File: src/rtl/div_pkg.sv
// Shared types and sizing helpers for the iterative restoring divider.
// Imported by the divider top and its step logic.
package div_pkg;

  typedef enum logic [1:0] {
    IDLE = 2'd0,
    BUSY = 2'd1,
    DONE = 2'd2
  } div_state_e;

  function automatic int div_iter(input int width, input int unroll);
    return width / unroll;
  endfunction

  function automatic int div_cnt_w(input int width, input int unroll);
    return $clog2(div_iter(width, unroll) + 1);
  endfunction

endpackage

File: src/rtl/div_step.sv
// One combinational restoring-division step: shift, trial subtract,
// keep or restore, emit one quotient bit.
module div_step #(
  parameter int WIDTH = 8
) (
  input  logic [WIDTH-1:0] rem,
  input  logic [WIDTH-1:0] dsr,
  input  logic             bit_in,
  output logic [WIDTH-1:0] rem_nxt,
  output logic             q_bit
);

  logic [WIDTH:0]   shl;
  logic [WIDTH+1:0] diff;

  assign shl  = {rem, bit_in};
  assign diff = {1'b0, shl} - {2'b00, dsr};

  // A non-negative difference is below dsr, so both top bits are clear.
  assign q_bit   = ~(diff[WIDTH+1] | diff[WIDTH]);
  assign rem_nxt = q_bit ? diff[WIDTH-1:0] : shl[WIDTH-1:0];

endmodule

File: src/rtl/seq_divider_n.sv
// Iterative unsigned restoring divider retiring UNROLL quotient bits
// per clock, with valid/ready on both sides and divide-by-zero flag.
module seq_divider_n
  import div_pkg::*;
#(
  parameter int WIDTH  = 8,
  parameter int UNROLL = 1
) (
  input  logic             clk,
  input  logic             rst_n,
  input  logic             in_valid,
  output logic             in_ready,
  input  logic [WIDTH-1:0] a,
  input  logic [WIDTH-1:0] b,
  output logic             out_valid,
  input  logic             out_ready,
  output logic [WIDTH-1:0] q,
  output logic [WIDTH-1:0] r,
  output logic             div_by_zero
);

  localparam int ITER = div_iter(WIDTH, UNROLL);
  localparam int CW   = div_cnt_w(WIDTH, UNROLL);
  localparam logic [CW-1:0] LAST = CW'(ITER - 1);

  if ((WIDTH < 2) || (WIDTH % UNROLL != 0)) begin : g_bad_cfg
    $fatal(1, "seq_divider_n: UNROLL must divide WIDTH, WIDTH >= 2");
  end

  div_state_e state, state_nxt;

  logic [CW-1:0]    cnt;
  logic [WIDTH-1:0] dvd;
  logic [WIDTH-1:0] dsr;
  logic [WIDTH-1:0] rem;
  logic             dbz;
  logic             accept;
  logic             b_zero;

  assign in_ready    = (state == IDLE);
  assign out_valid   = (state == DONE);
  assign accept      = in_valid && in_ready;
  assign b_zero      = (b == '0);
  assign q           = dvd;
  assign r           = rem;
  assign div_by_zero = dbz;

  // Quotient bits fill the dividend register from the LSB end.
  for (genvar i = 0; i < UNROLL; i++) begin : g_step
    logic [WIDTH-1:0] rem_i;
    logic [WIDTH-1:0] dvd_i;
    logic [WIDTH-1:0] rem_o;
    logic [WIDTH-1:0] dvd_o;
    logic             qb;

    if (i == 0) begin : g_first
      assign rem_i = rem;
      assign dvd_i = dvd;
    end else begin : g_next
      assign rem_i = g_step[i-1].rem_o;
      assign dvd_i = g_step[i-1].dvd_o;
    end

    div_step #(
      .WIDTH(WIDTH)
    ) u_step (
      .rem    (rem_i),
      .dsr    (dsr),
      .bit_in (dvd_i[WIDTH-1]),
      .rem_nxt(rem_o),
      .q_bit  (qb)
    );

    assign dvd_o = {dvd_i[WIDTH-2:0], qb};
  end

  always_ff @(posedge clk or negedge rst_n) begin
    if (!rst_n) begin
      state <= IDLE;
    end else begin
      state <= state_nxt;
    end
  end

  always_comb begin
    state_nxt = state;
    unique case (state)
      IDLE: if (in_valid) state_nxt = b_zero ? DONE : BUSY;
      BUSY: if (cnt == LAST) state_nxt = DONE;
      DONE: if (out_ready) state_nxt = IDLE;
      default: state_nxt = IDLE;
    endcase
  end

  always_ff @(posedge clk or negedge rst_n) begin
    if (!rst_n) begin
      dvd <= '0;
      dsr <= '0;
      rem <= '0;
      dbz <= 1'b0;
      cnt <= '0;
    end else if (accept) begin
      if (b_zero) begin
        dvd <= '1;
        rem <= a;
        dbz <= 1'b1;
      end else begin
        dvd <= a;
        dsr <= b;
        rem <= '0;
        dbz <= 1'b0;
        cnt <= '0;
      end
    end else if (state == BUSY) begin
      dvd <= g_step[UNROLL-1].dvd_o;
      rem <= g_step[UNROLL-1].rem_o;
      cnt <= cnt + CW'(1);
    end
  end

endmodule
File: config.mk
export PLATFORM = sky130hd
export DESIGN_NAME = seq_divider_n
export DESIGN_NICKNAME = d
export VERILOG_FILES = /design/src/rtl/div_pkg.sv /design/src/rtl/div_step.sv /design/src/rtl/seq_divider_n.sv
export SDC_FILE = /design/constraint.sdc
export NUM_CORES = 1
export LEC_CHECK = 0
export BUFFER_PORTS_ARGS = -buffer_cell sky130_fd_sc_hd__buf_2
export CAP_MARGIN = 30
export CORE_UTILIZATION = 30
export DETAILED_ROUTE_END_ITERATION = 8
export SETUP_SLACK_MARGIN = 0.02
export SYNTH_ARGS = -nofsm -noshare
export SYNTH_HDL_FRONTEND = slang
export SYNTH_HIERARCHICAL = 1
export SYNTH_SLANG_ARGS = --single-unit
File: constraint.sdc
create_clock -name clk -period 2.95 [get_ports clk]
set_input_delay 0.1475 -clock clk [delete_from_list [all_inputs] [get_ports clk]]
set_output_delay 0.1475 -clock clk [all_outputs]
set_load 0.03 [all_outputs]
# Word-level counts from Yosys, hierarchy flattened
# Index checks and enable logic that the tools add are counted.
# word_totals
reg_bits	31
latch_bits	0
ramBits	0
mem_bits_ro	0
mem_count	0
# classes
add_sub_neg	2
mul	0
div	0
magnitude_cmp	0
n_eq_ne	7
shift	0
muxes	16
bitwise	3
n_reduce_logical	7
# ops
operator	n
$mux W8	7
$mux W4	3
$sub A9 B8 Y10	1
$logic_not A8 Y1	1
$mux W2	4
$ne A2 B2 Y1 const B	3
$pmux W2 S3	1
$add A4 B1 Y4 const B	1
$eq A4 B3 Y1 const B	1
$reduce_and A2 Y1	2
$reduce_and A3 Y1	1
$eq A2 B1 Y1 const B	1
$eq A2 B2 Y1 const B	1
$logic_not A2 Y1	1
$ne A2 B1 Y1 const B	1
$not A1 Y1	2
$reduce_bool A2 Y1	1
$logic_and A1 B1 Y1	1
$mux W1	1
$or A1 B1 Y1	1

# Longest topological paths before layout
# logic_depth
ltp_word	5
ltp_mapped	12
ltp_nobuf	12

# Modules after synthesis
# Netlist, hierarchy kept.
# by_module_without_submodules
module	instances	cells_per_inst	area_each_um2	seq_area_each_um2
seq_divider_n	1	151	1522.7	775.7
div_step	1	114	793.3	0.0

# Least setup slack after synthesis
# Ideal clock, no wire load.
# synth_path
kind	register to register
from	register dvd[7] (netlist: q[7])
to	register rem[7] (netlist: r[7])
arrival_time_ns	2.599
required_ns	2.826
slack_ns	0.227
path_stages_with_launch	13
n_path_buf	0
synth_period_minus_slack_ns	2.723
cell_sequence	dfrtp_1 -> inv_1 -> ha_1 -> inv_1 -> fa_1 -> a211oi_2 -> nor4b_4 -> nor3_1 -> nand2_1 -> a22oi_1 -> nor4_1 -> a21oi_1 -> a21oi_1
# synth_via
elab_chain_len	5
# synth_lines
item	line	rtl
start: declaration	seq_divider_n.sv:33	logic [WIDTH-1:0] dvd;
start signal: assignment	seq_divider_n.sv:115	dvd <= g_step[UNROLL-1].dvd_o;
$sub A9 B8 Y10 *	div_step.sv:17	assign diff = {1'b0, shl} - {2'b00, dsr};
$or A1 B1 Y1	div_step.sv:20	assign q_bit = ~(diff[WIDTH+1] | diff[WIDTH]);
$mux W8 *	div_step.sv:21	assign rem_nxt = q_bit ? diff[WIDTH-1:0] : shl[WIDTH-1:0];
net g_step[0].rem_o[7]	seq_divider_n.sv:52	logic [WIDTH-1:0] rem_o;
$mux W8 *	seq_divider_n.sv:114	end else if (state == BUSY) begin
$mux W8 *	seq_divider_n.sv:102	end else if (accept) begin
end signal: assignment	seq_divider_n.sv:116	rem <= g_step[UNROLL-1].rem_o;
end: declaration	seq_divider_n.sv:35	logic [WIDTH-1:0] rem;
# The timed path passes the listed nets; every way through them passes the cells marked *. The select of a mux whose other input is x is not followed.
# A chain may end at the register's enable or synchronous reset.

# Worst setup path in the final report
# layout_path
from	register dvd[7] (netlist: q[7])
to	register rem[6] (netlist: r[6])
# Same word-level chain as after synthesis.

==> impl_metrics.tcl <==
set metrics [dict create \
    outcome "finished clean" \
    muxShareOfSynthArea 0.0389 \
    diodes 0 \
    synthAdderAreaFrac 0.0573 \
    clk_pin_slew_worst_paths_ps 60 \
    antenna_found_initial 0 \
    synthFlopType "dfrtp_1" \
    seqCellArea_um2 776 \
    layout_min_cycle_time_ps 2760 \
    grt_overflow_total 0 \
    die_h_um 89.9 \
    clock_sinks 31 \
    skew_ps 3.14 \
    nNetsFinal 337 \
    ant_nets 0 \
    ys.warnings.count 6 \
    grt_start_max_net_pins 32 \
    route.detailed.drc 0 \
    synth_top_family_by_area "compound AO/OA/AOI/OAI gates" \
    cp_max_fo 6 \
    initial_utilization 0.314 \
    maxSlewHeadroom 0.381 \
    ys_types 61 \
    synth-seq-cells 31 \
    hpwl_um 4620 \
    cp-end-kind "register" \
    drt_iter0_drc 124 \
    grt_setup_unrepaired "no" \
    ios 39 \
    ys_seq_area_frac 0.335 \
    num_vias 2228 \
    hold_class "input pin to register" \
    cp_slowest_cell "dfrtp_1" \
    syn-cell-area_um2 2320 \
    synth-edff-count 0 \
    slew_viol_final 0 \
    rows 31 \
    synth_nets 295 \
    required_ps 3120 \
    setup_tns_ps 0 \
    drive_above_1_share 0.240 \
    synth.area.top_cells "dfrtp_1, a21oi_1, nand2_1, ha_1, mux2_1" \
    postSynthCellCount 265 \
    synth_top_area_frac 0.335 \
    max_freq_mhz 362 \
    first_pass_iters 4 \
    synth_xor_area_frac 0.0151 \
    max-clock-path-buffers 2 \
    cts_tree "yes" \
    fp.dieW_um 89.9 \
    nFillCells 808 \
    synth_top_cell_by_area "dfrtp_1" \
    cts_root_buffer "clkbuf_8" \
    min_period_over_period 0.936 \
    die_area_um2 8070 \
    clock_latency_ps 280 \
    max_stage_delay_ps 410 \
    cts_max_level 2 \
    detail_route.wl_per_cell_um 15.0 \
    cap_violations 0 \
    path_delay_family "compound AO/OA/AOI/OAI gates" \
    cts_buffers 5 \
    crit_path_start_kind "register" \
    postCtsSetupBuffers 0 \
    portBuffers 38 \
    area.growth.synth_to_final_pct 18.7 \
    finalWirelength_um 6130 \
    first_global_vias 2104 \
    place.gp.congestion 0.869 \
    core_area_um2 7370 \
    worst_pin_slew_ps 926 \
    finalSetupViolations 0 \
    ys_top_cells_by_count "dfrtp_1, nand2_1, a21oi_1, inv_1, nor2_1" \
    path_cells "inv_1, ha_1, inv_1, fa_2, a211oi_2, nor4b_4, or2_4, o21ai_2, o22ai_1, a211o_1, a21oi_1, a21oi_1" \
    synth_compound_area_frac 0.299 \
    async_flop_share 1.00 \
    track_usage 0.156 \
    synth-simple-area-share 0.197 \
    vias_per_cell 5.47 \
    synth.avg_cell_area_um2 8.74 \
    final_hold_viol_count 0 \
    crit_arrival_ps 2930 \
    worst-path-buf-inv 2 \
    critical_path_class "register to register" \
    multi_input_area_um2 1410 \
    grt_first_pass_wirelength_um 10100 \
]
-- per-layer routing --
layer | part of all wire | track usage | up-vias | wire [um]
met2 | 0.47 | 0.250 | 76 | 2910
li1 | - | - | 1074 | -
met1 | 0.46 | 0.204 | 1063 | 2810
met3 | 0.038 | 0.0245 | 15 | 230
met4 | 0.028 | 0.0753 | 0 | 174
met5 | 0 | 0 | - | 0
-- placed cells by master, fill, tap and decap left out, types with 8 or more instances in the layout --
cell type and instances:
a21oi_1 30, nor2_1 14, dfrtp_1 31, nand2_1 31, buf_4 10, a211oi_1 11
nand4_1 8, ha_1 9, inv_1 18, buf_2 38, o31ai_1 9, mux2_1 8
-- sequential cells by signal, summed over array words and instances (netlist names) --
name,count
r,8
state,2
cnt,4
dsr,8
div_by_zero,1
q,8
-- timing repair --
item / in CTS / in global routing
resized for setup: 0 / 2
endpoints found under the hold margin: 31 / 0
setup endpoints to repair: 0 / 5
hold buffers: 1 / 0
-- path summary, 6_finish.rpt --
check / startpoint / end / slack [ps] / cells past startpoint
max: q[7] / r[6] / 190 / 12
min: out_ready / state[1] / 100 / 2
max reg2reg: q[7] / r[6] / 190 / 12
min reg2reg: div_by_zero / div_by_zero / 480 / 2
max in group asynchronous: rst_n / dsr[5] / 2050 / 2
min in group asynchronous: rst_n / q[2] / 450 / 2
-- area by class of cell --
| cell class | count | share of cell area |
|---|---|---|
| Timing Repair Buffer | 50 | 0.104 |
| Multi-Input combinational cell | 201 | 0.514 |
| Clock inverter | 3 | 0.00546 |
| Clock buffer | 5 | 0.0250 |
| Inverter | 18 | 0.0246 |
| Sequential cell | 31 | 0.282 |
| Tap cell | 99 | 0.0450 |
-- per-stage QoR --
| step | hold WS [ps] | utilization | cell area, um2 | worst slack, ps | std cells |
|---|---|---|---|---|---|
| 6_report | 105 | 0.373 | 2750 | 188 | 407 |
| 5_1_grt | 105 | 0.373 | 2750 | 31.7 | 407 |
| 4_1_cts | 102 | 0.372 | 2740 | 177 | 407 |
| 3_5_place_dp | 241 | 0.359 | 2650 | 205 | 398 |
| 3_3_place_gp | 235 | 0.358 | 2640 | 224 | 397 |
| 2_1_floorplan | -148 | - | 2320 | 227 | 265 |
-- kinds of logic (layout without fill, tap and decap cells) --
| group | after synthesis | count (layout) |
|---|---|---|
| xor gates and xnor gates | 4 | 4 |
| and+or+nand+nor | 81 | 81 |
| adders and majority gates | 10 | 10 |
| DFF | 31 | 31 |
| AOI/OAI and AO/OA | 98 | 98 |
| muxes | 8 | 8 |
| buffers and inverters | 33 | 76 |
Power is left out: the tool's default activity adds up to more than one toggle a clock period on the data nets, which glitch-free logic cannot reach.
